$ cat src/rtl/fp_divider_unit_if.sv
// rtl/fp_divider_unit_if.sv - request/result bundle of the FP divide unit
// Purpose: groups the operation request (start, A, B) and the result
//          (Out, busy, done) of fp_divider_unit into one interface.
// Signals:
//   start  1   operation request, sampled while the unit is idle
//   A      32  dividend, IEEE-754 single
//   B      32  divisor, IEEE-754 single
//   Out    32  registered quotient
//   busy   1   operation in flight
//   done   1   one-cycle strobe when Out is updated
// Modports: master drives the request, slave (the divider) drives the result.
interface fp_divider_unit_if;
  logic        start;
  logic [31:0] A;
  logic [31:0] B;
  logic [31:0] Out;
  logic        busy;
  logic        done;

  modport master (output start, output A, output B,
                  input  Out,   input  busy, input done);
  modport slave  (input  start, input  A,    input B,
                  output Out,   output busy, output done);
endinterface

$ cat src/rtl/fp_divider_unit.sv
// rtl/fp_divider_unit.sv - iterative IEEE-754 binary32 divider, Out = A / B
// Purpose: restoring mantissa divider producing one quotient bit per cycle,
//          fixed 27-cycle latency from start to done.
// Ports:
//   int_clk  in   sole clock, rising edge
//   reset    in   asynchronous active-high reset
//   bus      slave modport of fp_divider_unit_if (start/A/B in, Out/busy/done out)
// Configuration macro: FP_DIV_RNE_EN
//   defined     -> round to nearest, ties to even
//   not defined -> truncation (round toward zero)
module fp_divider_unit (
  input  logic                 int_clk,
  input  logic                 reset,
  fp_divider_unit_if.slave     bus
);

  typedef enum logic [1:0] {S_IDLE, S_DIVIDE, S_ROUND} state_t;
  typedef enum logic [1:0] {K_NORM, K_NAN, K_INF, K_ZERO} kind_t;

  state_t             state_q;
  kind_t              kind_q;
  logic               sign_q;
  logic signed [9:0]  exp_q;
  logic [23:0]        mb_q;
  logic [24:0]        rem_q;
  logic [25:0]        q_q;
  logic [4:0]         cnt_q;
  logic [31:0]        out_q;
  logic               busy_q;
  logic               done_q;

  // ---------------- unpack / special classification ----------------
  logic [7:0]  ea, eb;
  logic [22:0] fa, fb;
  logic        nan_a, nan_b, inf_a, inf_b, zero_a, zero_b;
  kind_t       kind_d;

  always_comb begin
    ea     = bus.A[30:23];
    eb     = bus.B[30:23];
    fa     = bus.A[22:0];
    fb     = bus.B[22:0];
    nan_a  = (ea == 8'hFF) && (fa != 23'd0);
    nan_b  = (eb == 8'hFF) && (fb != 23'd0);
    inf_a  = (ea == 8'hFF) && (fa == 23'd0);
    inf_b  = (eb == 8'hFF) && (fb == 23'd0);
    // A zero exponent covers both true zero and flushed denormals.
    zero_a = (ea == 8'h00);
    zero_b = (eb == 8'h00);
    kind_d = K_NORM;
    if (nan_a || nan_b || (zero_a && zero_b) || (inf_a && inf_b))
      kind_d = K_NAN;
    else if (inf_a || zero_b)
      kind_d = K_INF;
    else if (zero_a || inf_b)
      kind_d = K_ZERO;
  end

  // ---------------- one restoring step ----------------
  // The partial remainder stays below 2*mB, so 25 bits suffice; the shift
  // discards a top bit that is always zero after a successful subtract.
  logic        q_bit;
  logic [24:0] diff;
  logic [24:0] rem_nxt;

  always_comb begin
    q_bit   = (rem_q >= {1'b0, mb_q});
    diff    = rem_q - {1'b0, mb_q};
    rem_nxt = (q_bit ? diff : rem_q) << 1;
  end

  // ---------------- normalize / round / pack ----------------
  logic [22:0]       frac;
  logic [22:0]       frac_r;
  logic signed [9:0] e_n;
  logic signed [9:0] e_r;
  logic              inc;
  logic              carry;
  logic [31:0]       res;
`ifdef FP_DIV_RNE_EN
  logic              guard;
  logic              sticky;
`endif

  always_comb begin
    if (q_q[25]) begin
      frac = q_q[24:2];
      e_n  = exp_q;
    end else begin
      frac = q_q[23:1];
      e_n  = exp_q - 10'sd1;
    end
`ifdef FP_DIV_RNE_EN
    guard  = q_q[25] ? q_q[1] : q_q[0];
    sticky = (|rem_q) | (q_q[25] & q_q[0]);
    inc    = guard & (sticky | frac[0]);
`else
    inc    = 1'b0;
`endif
    // An all-ones fraction plus one wraps to zero, i.e. 1.0 at e+1.
    carry  = inc & (&frac);
    frac_r = frac + {22'd0, inc};
    e_r    = carry ? (e_n + 10'sd1) : e_n;

    res = 32'h00000000;
    case (kind_q)
      K_NAN:  res = 32'h7FC00000;
      K_INF:  res = {sign_q, 8'hFF, 23'd0};
      K_ZERO: res = {sign_q, 31'd0};
      default: begin
        if (e_r >= 10'sd255)
          res = {sign_q, 8'hFF, 23'd0};
        else if (e_r <= 10'sd0)
          res = {sign_q, 31'd0};
        else
          res = {sign_q, e_r[7:0], frac_r};
      end
    endcase
  end

  // ---------------- control FSM ----------------
  always_ff @(posedge int_clk or posedge reset) begin
    if (reset) begin
      state_q <= S_IDLE;
      kind_q  <= K_NORM;
      sign_q  <= 1'b0;
      exp_q   <= 10'sd0;
      mb_q    <= 24'd0;
      rem_q   <= 25'd0;
      q_q     <= 26'd0;
      cnt_q   <= 5'd0;
      out_q   <= 32'h00000000;
      busy_q  <= 1'b0;
      done_q  <= 1'b0;
    end else begin
      done_q <= 1'b0;
      case (state_q)
        S_IDLE: begin
          if (bus.start) begin
            kind_q  <= kind_d;
            sign_q  <= bus.A[31] ^ bus.B[31];
            exp_q   <= $signed({2'b00, ea} - {2'b00, eb} + 10'd127);
            // Hidden bit is always prepended so the divisor is never zero,
            // even for special operands whose quotient is discarded.
            mb_q    <= {1'b1, fb};
            rem_q   <= {2'b01, fa};
            q_q     <= 26'd0;
            cnt_q   <= 5'd0;
            busy_q  <= 1'b1;
            state_q <= S_DIVIDE;
          end
        end
        S_DIVIDE: begin
          q_q   <= {q_q[24:0], q_bit};
          rem_q <= rem_nxt;
          cnt_q <= cnt_q + 5'd1;
          if (cnt_q == 5'd25)
            state_q <= S_ROUND;
        end
        S_ROUND: begin
          out_q   <= res;
          done_q  <= 1'b1;
          busy_q  <= 1'b0;
          state_q <= S_IDLE;
        end
        default: state_q <= S_IDLE;
      endcase
    end
  end

  assign bus.Out  = out_q;
  assign bus.busy = busy_q;
  assign bus.done = done_q;

endmodule

$ cat src/flat_wrapper.sv
// flat-port wrapper written by rule: the top's interface ports become plain ports
module fp_divider_unit_flat 
  (int_clk, reset, bus_start, bus_A, bus_B, bus_Out, bus_busy, bus_done);
  fp_divider_unit_if bus_i ();
  input  logic int_clk;
  input  logic reset;
  input wire logic [$bits(bus_i.start)-1:0] bus_start;
  input wire logic [$bits(bus_i.A)-1:0] bus_A;
  input wire logic [$bits(bus_i.B)-1:0] bus_B;
  output wire logic [$bits(bus_i.Out)-1:0] bus_Out;
  output wire logic [$bits(bus_i.busy)-1:0] bus_busy;
  output wire logic [$bits(bus_i.done)-1:0] bus_done;
  assign bus_i.start = bus_start;
  assign bus_i.A = bus_A;
  assign bus_i.B = bus_B;
  assign bus_Out = bus_i.Out;
  assign bus_busy = bus_i.busy;
  assign bus_done = bus_i.done;
  fp_divider_unit u_core (.int_clk(int_clk), .reset(reset), .bus(bus_i));
endmodule
$ cat config.mk
export PLATFORM = sky130hd
export DESIGN_NAME = fp_divider_unit_flat
export DESIGN_NICKNAME = d
export VERILOG_FILES = /design/src/rtl/fp_divider_unit_if.sv /design/src/rtl/fp_divider_unit.sv /design/src/flat_wrapper.sv
export SDC_FILE = /design/constraint.sdc
export NUM_CORES = 1
export LEC_CHECK = 0
export BUFFER_PORTS_ARGS = -buffer_cell sky130_fd_sc_hd__clkbuf_2
export CAP_MARGIN = 20
export CORE_MARGIN = 4
export CORE_UTILIZATION = 53
export DETAILED_ROUTE_END_ITERATION = 8
export PLACE_DENSITY = 0.83
export SYNTH_ARGS = -nofsm -noshare
export SYNTH_HDL_FRONTEND = slang
export SYNTH_SLANG_ARGS = --single-unit
$ cat constraint.sdc
create_clock -name int_clk -period 4.4 [get_ports int_clk]
set_input_delay 0.88 -clock int_clk [delete_from_list [all_inputs] [get_ports int_clk]]
set_output_delay 0.88 -clock int_clk [all_outputs]
set_load 0.02 [all_outputs]
==> results.txt <==
The sequential-to-total area share from yosys stat is 41.1%. Power spread over the standard cell area amounts to 842 mW/mm². The clock period could shrink to 3.19 ns. On the critical path the largest part of the delay comes from compound AO/OA/AOI/OAI gates.

sky130_fd_sc_hd__dfrtp_1 takes more of the synthesized area than any other cell. By instance count, the leading cell after synthesis is sky130_fd_sc_hd__dfrtp_1. The non-filler instance count after layout came out at 1135. The worst clock skew on the final layout came out at 0.00575 ns. The last weighted congestion value of the routability-driven placer is 0.948. The number of I/O pins came out at 101. The share of synthesized area in the top cell type comes to 41.1%.

Setup repair after global routing left no endpoint under its margin. Entering global routing, the biggest net connects 83 pins. In the routed layout, each cell is associated on average with a via count of 5.95. Counting along the longest clock path gives a buffer depth of 2. The number of buffers added for setup after CTS is 0. In the post-route analysis, the smallest setup slack over all paths is 1.21 ns. The post-route netlist has 17.7% of its cells at a drive strength greater than 1. The die area is 0.0168 mm². The worst setup path is captured at a flip-flop. The worst setup path is launched from a flip-flop. The critical path depth in cells is 10.

Gates resized during post-CTS repair numbered 0. Counting every net in the synthesized netlist gives 963. The critical path goes through ha_1 > a21oi_1 > o21ai_0 > a211oi_1 > nor2_1 > nor4_1 > a21o_1 > buf_4 > mux2_4 > o21ai_2.

The normalized max-slew margin is 45.0%. The tool flagged a number of max-cap violations equal to 0. The initial antenna violation count came out at 0. The via count of the first global-routing pass came to 6517.

The number of standard-cell rows in the floorplan came out at 44. The pre-antenna-repair detailed-routing pass consisted of 5 iterations. The number of failing hold endpoints at the final stage came out at 0.

The final wirelength is 19.0 mm. The quantity of hold-fixing buffers added after cts is 0. The overall power consumption is 7.63 mW. The number of placed instances, taps included, is 1102. The gate count of the mapped netlist is 854. For the pin with the worst max-slew slack, the measured transition is 0.825 ns.

The peak clock frequency supported by timing came out at 314 MHz. The clock sink count came out at 129. The register clock-pin slew on the reported worst setup and hold paths came out at 0.06 ns. The count of final max-slew check failures is 0. The min-delay analysis places its worst path in the category reg2reg. In the global route stage, overall resource usage came out at 23.3%. The insertion delay to the later sink of the worst-skew pair is 0.42 ns. The CTS root buffer is sky130_fd_sc_hd__clkbuf_16. Compared with the post-synthesis result, the final layout area differs by 15.4%.

At the placement stage, the worst setup path has a slack of 1.12 ns. The average instance area after synthesis came out at 9.20 µm². The starting DRC count in detailed routing is 536. The final setup violation count came out at 0. For this design, the slowest cell found on the critical path is sky130_fd_sc_hd__a21o_1. The count of H-tree levels built during CTS came out at 4. The number of buffer cells added on primary ports came out at 100. After synthesis, the cell types taking the most area are sky130_fd_sc_hd__dfrtp_1 41%, sky130_fd_sc_hd__ha_1 6.4%, sky130_fd_sc_hd__o21ai_0 5.4%, sky130_fd_sc_hd__nand2_1 4.9%, sky130_fd_sc_hd__mux2i_1 4.8%. The worst setup path is of the reg2reg kind. The cell depth of the worst min-delay path came out at 2. The wire length of the first global-routing pass is 31.3 mm. The core area is 0.0145 mm².

On the worst path, the slowest cell contributes a delay of 0.57 ns. The run finished with clean final reports. The share of flip-flops with an asynchronous set or reset came out at 100%. The final critical path takes up 72.5% of the cycle. Together, buffers and inverters on the worst path number 1. The wire-length estimate of the detail-placed layout is 13.6 mm. The die outline width is 130 µm.

The register bit count reported by yosys is 129. At the end of the flow the core is filled with cells to 62.4%. The count of unresolved DRC violations after routing is 0. The path depth of the worst reg2reg path came out at 10. The filler cells instantiated in the layout total 1218.

The die is 130 µm tall. For this design the static power due to leakage is 4.11 nW. The number of unique standard cell types used by synthesis is 74. The count of flip-flops with a built-in enable after synthesis came out at 0. The number of vias after detailed routing came out at 6748. The effective utilization at floorplan came out at 54.0%. The antenna diode instance count came out at 0. The number of synthesis warnings is 0. The dominant register cell in the synthesized netlist is sky130_fd_sc_hd__dfrtp_1.

In this run the remaining antenna-violating nets after routing total 0. Setup total negative slack on the finished layout was measured at 0 ns. The maximum net fanout on the critical path is 15. The net count of the finished layout is 1047.

The clock buffer count from CTS is 17. The mean routed wirelength per cell is 16.7 µm. Sorting the synthesized cells by how often they occur yields 129 x sky130_fd_sc_hd__dfrtp_1, 103 x sky130_fd_sc_hd__nand2_1, 84 x sky130_fd_sc_hd__o21ai_0.

The synthesized netlist occupies a cell area of 0.00785 mm². The total overflow left after global routing is 0. The maximum ir drop on the vdd rail is 0.000581 V. The required time of the critical path is 4.75 ns. The arrival time at the worst endpoint came out at 3.54 ns. TritonCTS built the clock tree.
-- where the power goes --
group | internal [mW] | switching [mW]
sequential | 1.64 | 0.351
clock | 0.797 | 0.539
combinational | 1.83 | 2.48
total | 4.26 | 3.37
-- flip-flops by register name, summed over array words and instances, names as in the netlist --
signal	count
u_core.mb_q	24
u_core.cnt_q	5
u_core.bus.done	1
u_core.q_q	26
u_core.exp_q	10
u_core.kind_q	2
u_core.rem_q	25
u_core.sign_q	1
u_core.bus.Out	32
u_core.state_q	2
u_core.bus.busy	1
-- worst register-to-register path: cells and delay by family, from the launching register on --
kind	cells	cell delay, ns
muxes	1	0.34
and+or+nand+nor	2	0.25
adders and majority gates	1	0.39
DFF	1	0.40
buffers and inverters	1	0.39
AOI/OAI and AO/OA	5	1.36
-- cells in the final DEF, fill, tap and decap left out, drive strengths merged, types with 13 or more instances in the layout --
master  Yosys  routed
mux2i      38      38
o22ai      17      17
a21oi      48      48
ha         40      40
xnor2      24      24
clkbuf     27     118
o21ai      95      95
nor4       16      16
a22o       27      27
dfrtp     129     129
nor3       13      13
inv        48      51
nand3      13      13
nand2     104     104
nor2       44      44
-- final timing paths --
check                                                   from                          end  slack [ns]
worst max register to register  u_core.rem_q[18]$_DFFE_PP0P_  u_core.rem_q[1]$_DFFE_PP0P_        1.21
max in group asynchronous                              reset   u_core.mb_q[5]$_DFFE_PP0P_        3.28
min in group asynchronous                              reset    u_core.q_q[9]$_DFFE_PP0P_        0.49
worst min-delay path             u_core.mb_q[23]$_DFFE_PP0P_  u_core.mb_q[23]$_DFFE_PP0P_        0.47
worst min register to register   u_core.mb_q[23]$_DFFE_PP0P_  u_core.mb_q[23]$_DFFE_PP0P_        0.47
worst max-delay path            u_core.rem_q[18]$_DFFE_PP0P_  u_core.rem_q[1]$_DFFE_PP0P_        1.21
-- metrics by stage --
| stage | hold slack, ns | instance area, µm² |
|---|---|---|
| 6_report | 0.470 | 9060 |
| 5_1_grt | 0.497 | 9060 |
| 4_1_cts | 0.483 | 9040 |
| 3_5_place_dp | 0.469 | 8470 |
| 3_3_place_gp | 0.444 | 8470 |
| 2_1_floorplan | 0.418 | 7850 |
-- final cells by class --
cell class | count | area, µm² | share of cell area, %
Clock inverter | 14 | 133 | 1.46
Sequential cell | 129 | 3230 | 35.6
Tap cell | 184 | 230 | 2.54
Multi-Input combinational cell | 632 | 4250 | 46.9
Clock buffer | 18 | 439 | 4.85
Timing Repair Buffer | 110 | 601 | 6.63
Inverter | 48 | 183 | 2.02
-- cells by family after synthesis --
| kind of cell | after synthesis | share of synthesized area (%) |
|---|---|---|
| flip-flops | 129 | 41.1 |
| AO/OA/AOI/OAI | 263 | 22.0 |
| buffers and inverters | 93 | 4.97 |
| AND/OR/NAND/NOR | 251 | 15.8 |
| multiplexers | 40 | 5.23 |
| adder cells (fa/ha/maj) | 42 | 6.88 |
| XOR/XNOR | 36 | 4.02 |
-- per-layer routing --
layer,part of all wire [%],track usage (%),wire length (µm),vias up
met5,0,0,0,-
met4,2.3,8.50,441,0
met3,5.9,5.53,1130,39
met2,48,37.6,9180,215
met1,43,30.7,8260,3229
li1,-,-,-,3265
Power figures use the tool's default switching activity.
